==> config.mk <==
export PLATFORM = sky130hd
export DESIGN_NAME = mult_arbiter_flat
export DESIGN_NICKNAME = d
export VERILOG_FILES = /design/src/rtl/mult_arbiter_pkg.sv /design/src/rtl/mult_arbiter_if.sv /design/src/rtl/mult_arbiter_multiplier.sv /design/src/rtl/mult_arbiter.sv /design/src/flat_wrapper.sv
export SDC_FILE = /design/constraint.sdc
export NUM_CORES = 1
export LEC_CHECK = 0
export ABC_CLOCK_PERIOD_IN_PS = 6120
export CAP_MARGIN = 20
export CORE_MARGIN = 3
export CORE_UTILIZATION = 35
export CTS_BUF_LIST = sky130_fd_sc_hd__clkbuf_8
export DETAILED_ROUTE_END_ITERATION = 10
export HOLD_SLACK_MARGIN = 0.15
export PLACE_DENSITY_LB_ADDON = 0.1
export SLEW_MARGIN = 15
export SYNTH_ARGS = -nofsm -noshare
export SYNTH_HDL_FRONTEND = slang
export SYNTH_HIERARCHICAL = 1
export SYNTH_SLANG_ARGS = --single-unit
export TNS_END_PERCENT = 10
==> constraint.sdc <==
create_clock -name clk_i -period 6.12 [get_ports clk_i]
set_input_delay 1.836 -clock clk_i [delete_from_list [all_inputs] [get_ports clk_i]]
set_output_delay 1.836 -clock clk_i [all_outputs]
set_load 0.03 [all_outputs]
==> src/rtl/mult_arbiter_pkg.sv <==
// Shared widths, slot state and requester index type for the two-port
// arbitrated fixed-point multiplier.
package mult_arbiter_pkg;

  localparam int WIDTH_DEF = 8;
  localparam int FRAC_DEF  = 4;
  localparam int NUM_REQ   = 2;

  typedef enum logic {
    EMPTY = 1'b0,
    FULL  = 1'b1
  } slot_state_e;

  typedef logic req_idx_t;

  function automatic logic [NUM_REQ-1:0] req_onehot(input req_idx_t r);
    req_onehot    = '0;
    req_onehot[r] = 1'b1;
  endfunction

endpackage

==> src/rtl/mult_arbiter_if.sv <==
// Operand and result handshake bundle. The a_i LSB weight is 2^-frac_p,
// so product_o carries frac_p fractional bits as well.
interface mult_arbiter_if
  import mult_arbiter_pkg::*;
#(
  parameter int width_p = WIDTH_DEF,
  parameter int frac_p  = FRAC_DEF
);

  logic [NUM_REQ-1:0]                       valid_i;
  logic [NUM_REQ-1:0]                       ready_o;
  logic [NUM_REQ-1:0][width_p+frac_p-1:0]   a_i;
  logic [NUM_REQ-1:0][width_p-1:0]          b_i;
  logic [NUM_REQ-1:0]                       valid_o;
  logic [NUM_REQ-1:0]                       ready_i;
  logic [2*width_p+frac_p-1:0]              product_o;

  modport master (
    output valid_i, a_i, b_i, ready_i,
    input  ready_o, valid_o, product_o
  );

  modport slave (
    input  valid_i, a_i, b_i, ready_i,
    output ready_o, valid_o, product_o
  );

endinterface

==> src/rtl/mult_arbiter_multiplier.sv <==
// Full-precision unsigned combinational multiplier.
module mult_arbiter_multiplier #(
  parameter int a_w = 12,
  parameter int b_w = 8
) (
  input  logic [a_w-1:0]     a_i,
  input  logic [b_w-1:0]     b_i,
  output logic [a_w+b_w-1:0] product_o
);

  localparam int P_W = a_w + b_w;

  assign product_o = P_W'(a_i) * P_W'(b_i);

endmodule

==> src/rtl/mult_arbiter.sv <==
// Two requesters share one multiplier behind a round-robin grant and a
// single result slot; a drain and a new accept may share a cycle.
module mult_arbiter
  import mult_arbiter_pkg::*;
#(
  parameter int width_p = WIDTH_DEF,
  parameter int frac_p  = FRAC_DEF
) (
  input  logic          clk_i,
  input  logic          reset_ni,
  mult_arbiter_if.slave bus
);

  localparam int A_W = width_p + frac_p;
  localparam int P_W = 2*width_p + frac_p;

  slot_state_e         state_q, state_d;
  req_idx_t            owner_q, last_q, grant;
  logic [P_W-1:0]      prod_q, mult_out;
  logic [A_W-1:0]      a_sel;
  logic [width_p-1:0]  b_sel;
  logic [NUM_REQ-1:0]  ready;
  logic                any_valid, slot_free, accept;

  // Contention goes to whoever did not win last time.
  always_comb begin
    grant = 1'b0;
    unique case (bus.valid_i)
      2'b01:   grant = 1'b0;
      2'b10:   grant = 1'b1;
      2'b11:   grant = ~last_q;
      default: grant = 1'b0;
    endcase
  end

  assign any_valid = |bus.valid_i;
  // ready_i on a non-owner bit is deliberately ignored here.
  assign slot_free = (state_q == EMPTY) || bus.ready_i[owner_q];

  always_comb begin
    ready = '0;
    if (reset_ni && any_valid)
      ready[grant] = slot_free;
  end

  assign accept = bus.valid_i[grant] && ready[grant];
  assign a_sel  = bus.a_i[grant];
  assign b_sel  = bus.b_i[grant];

  mult_arbiter_multiplier #(
    .a_w (A_W),
    .b_w (width_p)
  ) u_mult (
    .a_i       (a_sel),
    .b_i       (b_sel),
    .product_o (mult_out)
  );

  always_comb begin
    state_d = state_q;
    unique case (state_q)
      EMPTY: if (accept) state_d = FULL;
      FULL: begin
        if (accept)                     state_d = FULL;
        else if (bus.ready_i[owner_q])  state_d = EMPTY;
      end
      default: state_d = EMPTY;
    endcase
  end

  always_ff @(posedge clk_i or negedge reset_ni) begin
    if (!reset_ni) state_q <= EMPTY;
    else           state_q <= state_d;
  end

  always_ff @(posedge clk_i or negedge reset_ni) begin
    if (!reset_ni) begin
      prod_q  <= '0;
      owner_q <= 1'b0;
      last_q  <= 1'b1;
    end else if (accept) begin
      prod_q  <= mult_out;
      owner_q <= grant;
      last_q  <= grant;
    end
  end

  assign bus.ready_o   = ready;
  assign bus.valid_o   = (state_q == FULL) ? req_onehot(owner_q) : '0;
  assign bus.product_o = prod_q;

endmodule

==> src/flat_wrapper.sv <==
// flat-port wrapper written by rule: the top's interface ports become plain ports
module mult_arbiter_flat import mult_arbiter_pkg::*;
#(
  parameter int width_p = WIDTH_DEF,
  parameter int frac_p  = FRAC_DEF
)
  (clk_i, reset_ni, bus_valid_i, bus_a_i, bus_b_i, bus_ready_i, bus_ready_o, bus_valid_o, bus_product_o);
  mult_arbiter_if #(.width_p(width_p), .frac_p(frac_p)) bus_i ();
  input  logic clk_i;
  input  logic reset_ni;
  input wire logic [$bits(bus_i.valid_i)-1:0] bus_valid_i;
  input wire logic [$bits(bus_i.a_i)-1:0] bus_a_i;
  input wire logic [$bits(bus_i.b_i)-1:0] bus_b_i;
  input wire logic [$bits(bus_i.ready_i)-1:0] bus_ready_i;
  output wire logic [$bits(bus_i.ready_o)-1:0] bus_ready_o;
  output wire logic [$bits(bus_i.valid_o)-1:0] bus_valid_o;
  output wire logic [$bits(bus_i.product_o)-1:0] bus_product_o;
  assign bus_i.valid_i = bus_valid_i;
  assign bus_i.a_i = bus_a_i;
  assign bus_i.b_i = bus_b_i;
  assign bus_i.ready_i = bus_ready_i;
  assign bus_ready_o = bus_i.ready_o;
  assign bus_valid_o = bus_i.valid_o;
  assign bus_product_o = bus_i.product_o;
  mult_arbiter #(.width_p(width_p), .frac_p(frac_p)) u_core (.clk_i(clk_i), .reset_ni(reset_ni), .bus(bus_i));
endmodule
==> qor.yml, run 1 <==
r2r_slack_ps: 880
maxCapViolCount: 0
cp_num_cells: 22
drtPass1Iterations: 4
path_cells: "buf_8, a21boi_4, buf_12, buf_12, mux2_4, buf_4, nand2_1, fa_1, fa_1, inv_2, fa_1, inv_2, fa_1, inv_2, ha_4, a21o_1, a21oi_2, buf_4, a211o_4, a211oi_4, a211oi_2, mux2_4"
cp-end-kind: "flip-flop"
port_buffers: 69
yosysTopAreaCell: "fa_1"
start_kind: "input pin"
drt-total-wl_mm: 11.14
status: "complete, but fails checks"
holdPathEnd: "u_core/bus.product_o[0]"
core_area_um2: 12210
cts_sinks: 23
drt_iter0_drc: 65
ys_top_cells_by_area: "fa_1 27%, dfrtp_1 12%, ha_1 11%"
htree_levels: 1
crit_path_max_incr_delay_ps: 530
numCtsBuffers: 3
ant_nets: 0
dp_slack_ps: -1082
drv_slew: 0
viasPerCell: 4.736
grt_pass1_vias: 4037
worst_slack_ps: -329.5
synth_cell_types: 51
num_vias: 3656
grt_first_pass_wirelength_mm: 19.00
syn_area_um2: 4428
critPathRequiredTime_ps: 6270
gp_congestion: 0.7846
grt_util_all_layers_pct: 16.21
diodes: 0
root_buffer: "clkbuf_8"
pin_count: 70
final_cells: 772
post-route-period-util_pct: 105.4
hold_start: "u_core/bus.product_o[0]"
wl_per_cell_um: 14.43
ys_warn_count: 6
period_minus_slack_ps: 6449
async_flop_share_pct: 100.0
finClkSkew_ps: 5.413
synth-seq-area-share_pct: 13.03
hold_path_class: "flip-flop to flip-flop"
grt_max_degree: 22
synthFlopType: "dfrtp_1"
overflow: 0
critical_path_class: "input pin to flip-flop"
violations: "negative setup slack"
placed_cells: 749
die_h_um: 118.5
antenna_found_initial: 0
start_util_pct: 36.26
r2r-start: "u_core/last_q"
timing.critical_path.mode_cell: "fa_1"
final_hold_viol_count: 0
critPathTopFamily: "adder cells"
synth_edf_count: 0
die_area_um2: 14040
hold_depth: 1
drive_above_1_share_pct: 31.13
rsz0062_at_grt: "true"
hold_buffers: 0
avgSynthCellArea_um2: 9.564
syn-instance-count: 463
clk_pin_slew_ps: 80
netlist.area_leader.share_pct: 27.13
nets: 751
dp_hpwl_mm: 8.968
syn_to_final_growth_pct: 42.55
tns_ps: -1815
rr_endpoint: "u_core/bus.product_o[16]"
synth_fp_nets: 609
worst_skew_pair.late_latency_ps: 260
die_width_um: 118.5
drc_errors: 0
crit_buf_inv: 8
ys_ff_latch: 23
cp.arrival_ps: 6600
r2r_cells: 19
tightest_slew_ps: 370.1
slowest_stage: "fa_1"
rows: 40
finalSetupViolCount: 10
cp_max_fo: 6
maxSlewHeadroom_pct: 75.33
cts_tree: "yes"
clockBufferDepth: 2
fmax_ghz: 0.1551
-- worst register-to-register path, cell delays in order, from the launching register on --
cell and delay, ps:
dfstp_2 570, a21boi_4 80, buf_12 150, buf_12 130
buf_6 110, mux2_4 330, and2_4 180, fa_1 570
fa_2 440, fa_1 490, inv_1 50, fa_1 490
inv_2 40, ha_4 220, a21o_4 230, o211a_4 250
o211a_4 150, or4_4 420, o311ai_2 100, mux2_4 190
-- state kept, by name (all words and copies together) (netlist names) --
name / flops
u_core/bus.product_o: 20
u_core/last_q: 1
u_core/owner_q: 1
u_core/state_q: 1
-- cell type report --
cell class                 count  area, µm²
multi-input combinational    343       3804
tap                          168      210.2
timing repair buffer         148       1353
fill                        1195       5899
inverter                      86      322.8
sequential                    23      576.8
clock buffer                   3      41.29
clock inverter                 1      5.005
-- cell families (layout without fill, tap and decap cells) --
family | after synthesis | count (layout) | share of synthesized area, %
compound gates | 52 | 52 | 8.534
flops | 23 | 23 | 13.03
buf+inv | 98 | 238 | 8.816
mux | 42 | 43 | 12.24
xor+xnor | 13 | 13 | 2.571
simple gates | 135 | 135 | 16.39
fa+ha+maj | 100 | 100 | 38.43
-- cells in the mapped netlist, types with 8 or more instances --
cell type and n:
and2_1 69, inv_1 86, fa_1 60, ha_1 40
nand2_1 39, mux2_4 19, xnor2_1 8, a21oi_1 13
nor2_1 9, mux2_2 21, dfrtp_1 22, clkbuf_1 8
-- worst max-delay path by stage --
stage | from | endpoint | slack [ps]
3_5_place_dp | bus_valid_i[1] | u_core/bus.product_o[16] | -1080
4_1_cts | bus_valid_i[1] | u_core/bus.product_o[16] | -420
6_report | bus_valid_i[1] | u_core/bus.product_o[19] | -330
2_1_floorplan | bus_valid_i[1] | u_core/bus.product_o[17] | -270
3_3_place_gp | bus_valid_i[1] | u_core/bus.product_o[16] | -1060
5_1_grt | bus_valid_i[1] | u_core/bus.product_o[19] | -480
-- routing by layer --
| metal | global-route usage (%) | vias to the layer above | part of all wire [%] |
|---|---|---|---|
| met2 | 30.30 | 59 | 52 |
| met3 | 1.770 | 13 | 3.2 |
| met5 | 0 | - | 0 |
| met4 | 1.955 | 0 | 1.2 |
| met1 | 20.68 | 1830 | 44 |
| li1 | - | 1754 | - |
-- metrics by stage --
stage          utilization (%)  hold WS (ps)  area, µm²
3_3_place_gp             48.09         495.8       5873
4_1_cts                  49.67         518.7       6066
3_5_place_dp             48.09         495.1       5873
6_report                 51.69         515.3       6312
5_1_grt                  51.69         541.6       6312
2_1_floorplan                -         510.5       4598
-- layout by cell type (no fill, tap or decap), types with 4 or more instances in the layout --
| cell type | count |
|---|---|
| buf_4 | 72 |
| and2_4 | 10 |
| xnor2_1 | 8 |
| mux2_4 | 33 |
| nor2_1 | 7 |
| a21oi_2 | 5 |
| and3_1 | 4 |
| nand2_1 | 37 |
| dfrtp_1 | 22 |
| inv_1 | 78 |
| a21oi_1 | 8 |
| fa_1 | 56 |
| clkdlybuf4s50_1 | 66 |
| buf_6 | 5 |
| fa_2 | 4 |
| mux2_2 | 8 |
| ha_1 | 33 |
| and2_1 | 59 |
| o21ai_1 | 4 |
| buf_12 | 4 |
| ha_4 | 7 |
| inv_2 | 8 |
| xor2_1 | 5 |
| a21o_1 | 6 |
-- timing repair --
action,4_1_cts,5_1_grt
endpoints found under the setup margin,13,13
resized for setup,26,44
cloned,2,0
pin swaps,11,27
buffers inserted,1,17
Power of run 1 is left out: the tool's default activity adds up to more than one toggle a clock period on the data nets, which glitch-free logic cannot reach.
==> inputs of run 2 (changes only) <==
--- a/config.mk
+++ b/config.mk
@@ -5,6 +5,7 @@
 export SDC_FILE = /design/constraint.sdc
 export NUM_CORES = 1
 export LEC_CHECK = 0
+export ABC_AREA = 0
 export ABC_CLOCK_PERIOD_IN_PS = 6120
 export CAP_MARGIN = 20
 export CORE_MARGIN = 3
==> results of run 2 <==
Final layout, timing and power as in run 1 (identical DEF).
Power of run 2 is left out for the same reason.
==> inputs of run 3 (changes only) <==
--- a/config.mk
+++ b/config.mk
@@ -6,12 +6,13 @@
 export NUM_CORES = 1
 export LEC_CHECK = 0
 export ABC_AREA = 0
-export ABC_CLOCK_PERIOD_IN_PS = 6120
+export ABC_CLOCK_PERIOD_IN_PS = 6100
 export CAP_MARGIN = 20
 export CORE_MARGIN = 3
 export CORE_UTILIZATION = 35
 export CTS_BUF_LIST = sky130_fd_sc_hd__clkbuf_8
 export DETAILED_ROUTE_END_ITERATION = 10
+export GPL_TIMING_DRIVEN = 0
 export HOLD_SLACK_MARGIN = 0.15
 export PLACE_DENSITY_LB_ADDON = 0.1
 export SLEW_MARGIN = 15
==> constraint.sdc (replaced) <==
create_clock -name clk_i -period 6.1 [get_ports clk_i]
set_input_delay 1.83 -clock clk_i [delete_from_list [all_inputs] [get_ports clk_i]]
set_output_delay 1.83 -clock clk_i [all_outputs]
set_load 0.03 [all_outputs]
==> qor.yml, run 3 (same netlist as run 1, synthesis figures left out) <==
cts_tree: "yes"
crit_path_max_incr_delay_ps: 540  # about the same
rsz0062_at_grt: "true"
port_buffers: 69  # unchanged
num_vias: 3499  # -4.3%
cts_sinks: 23  # unchanged
final_cell_mix: "78 x inv_1, 66 x clkdlybuf4s50_1, 61 x and2_1"
overflow: 0  # unchanged
viasPerCell: 4.735  # about the same
drv_slew: 0  # unchanged
multiInputGateArea_um2: 3854  # +1.3%
path_cells: "buf_8, a21boi_4, buf_12, buf_12, buf_4, mux2_4, clkbuf_16, and2_4, fa_1, fa_2, fa_1, inv_1, fa_1, inv_2, ha_4, and2_1, o211a_4, o211a_4, or4_4, o311ai_4, mux2_4"
period_minus_slack_ps: 6508
cp.arrival_ps: 6720  # +120 ps
finClkSkew_ps: 3.392  # -2.020 ps
timing.hold.ws_ps: 515.7  # +0.3480 ps
final_cells: 739  # -4.3%
diodes: 0  # unchanged
violations: "negative setup slack"
maxCapViolCount: 0  # unchanged
clockBufferDepth: 2  # unchanged
dp_hpwl_mm: 8.605  # -4.1%
start_kind: "input pin"
syn_to_final_growth_pct: 41.45
slowest_stage: "fa_1"
layout_commonest_cell: "inv_1"
die_area_um2: 14040  # unchanged
fmax_ghz: 0.1537
clk_pin_slew_ps: 80  # about the same
grt_max_degree: 20  # -9.1%
grt_first_pass_wirelength_mm: 19.13  # +0.69%
maxSlewHeadroom_pct: 70.69  # -4.6 points
post-route-period-util_pct: 106.7
gp_congestion: 0.8218  # +4.7%
drt_iter0_drc: 83  # +28%
cp_max_fo: 10  # +4
htree_levels: 1  # unchanged
cp-end-kind: "flip-flop"
root_buffer: "clkbuf_8"
nFillCells: 1202  # +0.59%
routed.top_layer: "met4"
numCtsBuffers: 3  # unchanged
worst_skew_pair.late_latency_ps: 260  # about the same
drc_errors: 0  # unchanged
status: "complete, but fails checks"
drt-total-wl_mm: 11.24  # +0.92%
pin_count: 70  # unchanged
critical_path_class: "input pin to flip-flop"
start_util_pct: 36.26  # unchanged
final_hold_viol_count: 0  # unchanged
antenna_found_initial: 0  # unchanged
rows: 40  # unchanged
die_h_um: 118.5  # unchanged
tightest_slew_ps: 439.6  # +69.53 ps
seqCellArea_um2: 576.8  # unchanged
route.met3.wl_um: 263  # -26%
worst_slack_ps: -408.2  # -78.76 ps
grt_pass1_vias: 3968  # -1.7%
timing.critical_path.mode_cell: "fa_1"
drtPass1Iterations: 4  # unchanged
ant_nets: 0  # unchanged
nets: 718  # -4.4%
largest_register_ffs: 20  # unchanged
critPathRequiredTime_ps: 6310  # +40 ps
wl_met2_mm: 5.979  # +3.4%
wl_per_cell_um: 15.21  # +5.4%
grt_util_all_layers_pct: 16.48  # +0.28 points
finalSetupViolCount: 12  # +2
core_area_um2: 12210  # unchanged
placed_cells: 701  # -6.4%
post-route-util_pct: 51.29  # -0.40 points
hold_path_class: "flip-flop to flip-flop"
die_width_um: 118.5  # unchanged
drive_above_1_share_pct: 27.67  # -3.5 points
wl_met1_mm: 4.958  # +1.8%
[run 3: worst paths after layout]
kind,cells past startpoint,startpoint,endpoint,slack [ps]
worst min-delay path,1,u_core/bus.product_o[1],u_core/bus.product_o[1],520
worst min register to register,1,u_core/bus.product_o[1],u_core/bus.product_o[1],520
worst max-delay path,21,bus_valid_i[1],u_core/bus.product_o[16],-410
worst max register to register,20,u_core/last_q,u_core/bus.product_o[16],740
min in group asynchronous,1,reset_ni,u_core/bus.product_o[4],1610
max in group asynchronous,2,reset_ni,u_core/last_q,3960
[run 3: worst max-delay path, delay by kind of cell]
family          cells  cell delay [ps]
compound gates      4              630
mux                 2              490
fa+ha+maj           5             2270
simple gates        3              720
buf+inv             7              760
[run 3: stage by stage]
step	setup TNS (ps)	instance area, µm²	setup WS, ps
after global routing	-4545	6264	-513.1
after floorplan	-1529	4598	-284.8
after global placement	-15190	5499	-1403
after detailed placement	-14840	5514	-1439
final	-2753	6264	-408.2
after CTS	-2912	6053	-459.5
[run 3: layout make-up]
cell class,count,share of cell area [%]
buffer,12,2.976
clock buffer,3,0.6592
clock inverter,1,0.05993
inverter,86,5.154
multi-input combinational,342,61.53
sequential,23,9.209
tap,168,3.356
timing repair buffer,104,17.06
[run 3: what timing repair did]
| item | in CTS | in global routing |
|---|---|---|
| hold buffers | 0 | 0 |
| gates resized for setup | 66 | 27 |
| endpoints found under the hold margin | 0 | 0 |
| gates cloned | 1 | 0 |
| pin swaps | 27 | 35 |
| setup endpoints to repair | 15 | 12 |
| buffers inserted | 23 | 10 |
[run 3: routing by layer]
metal  global-route usage (%)  vias to the layer above
met4                    1.086                        0
met2                    31.33                       41
li1                         -                     1686
met1                    20.78                     1764
met3                    2.105                        8
met5                        0                        -
Power of run 3 is left out for the same reason.
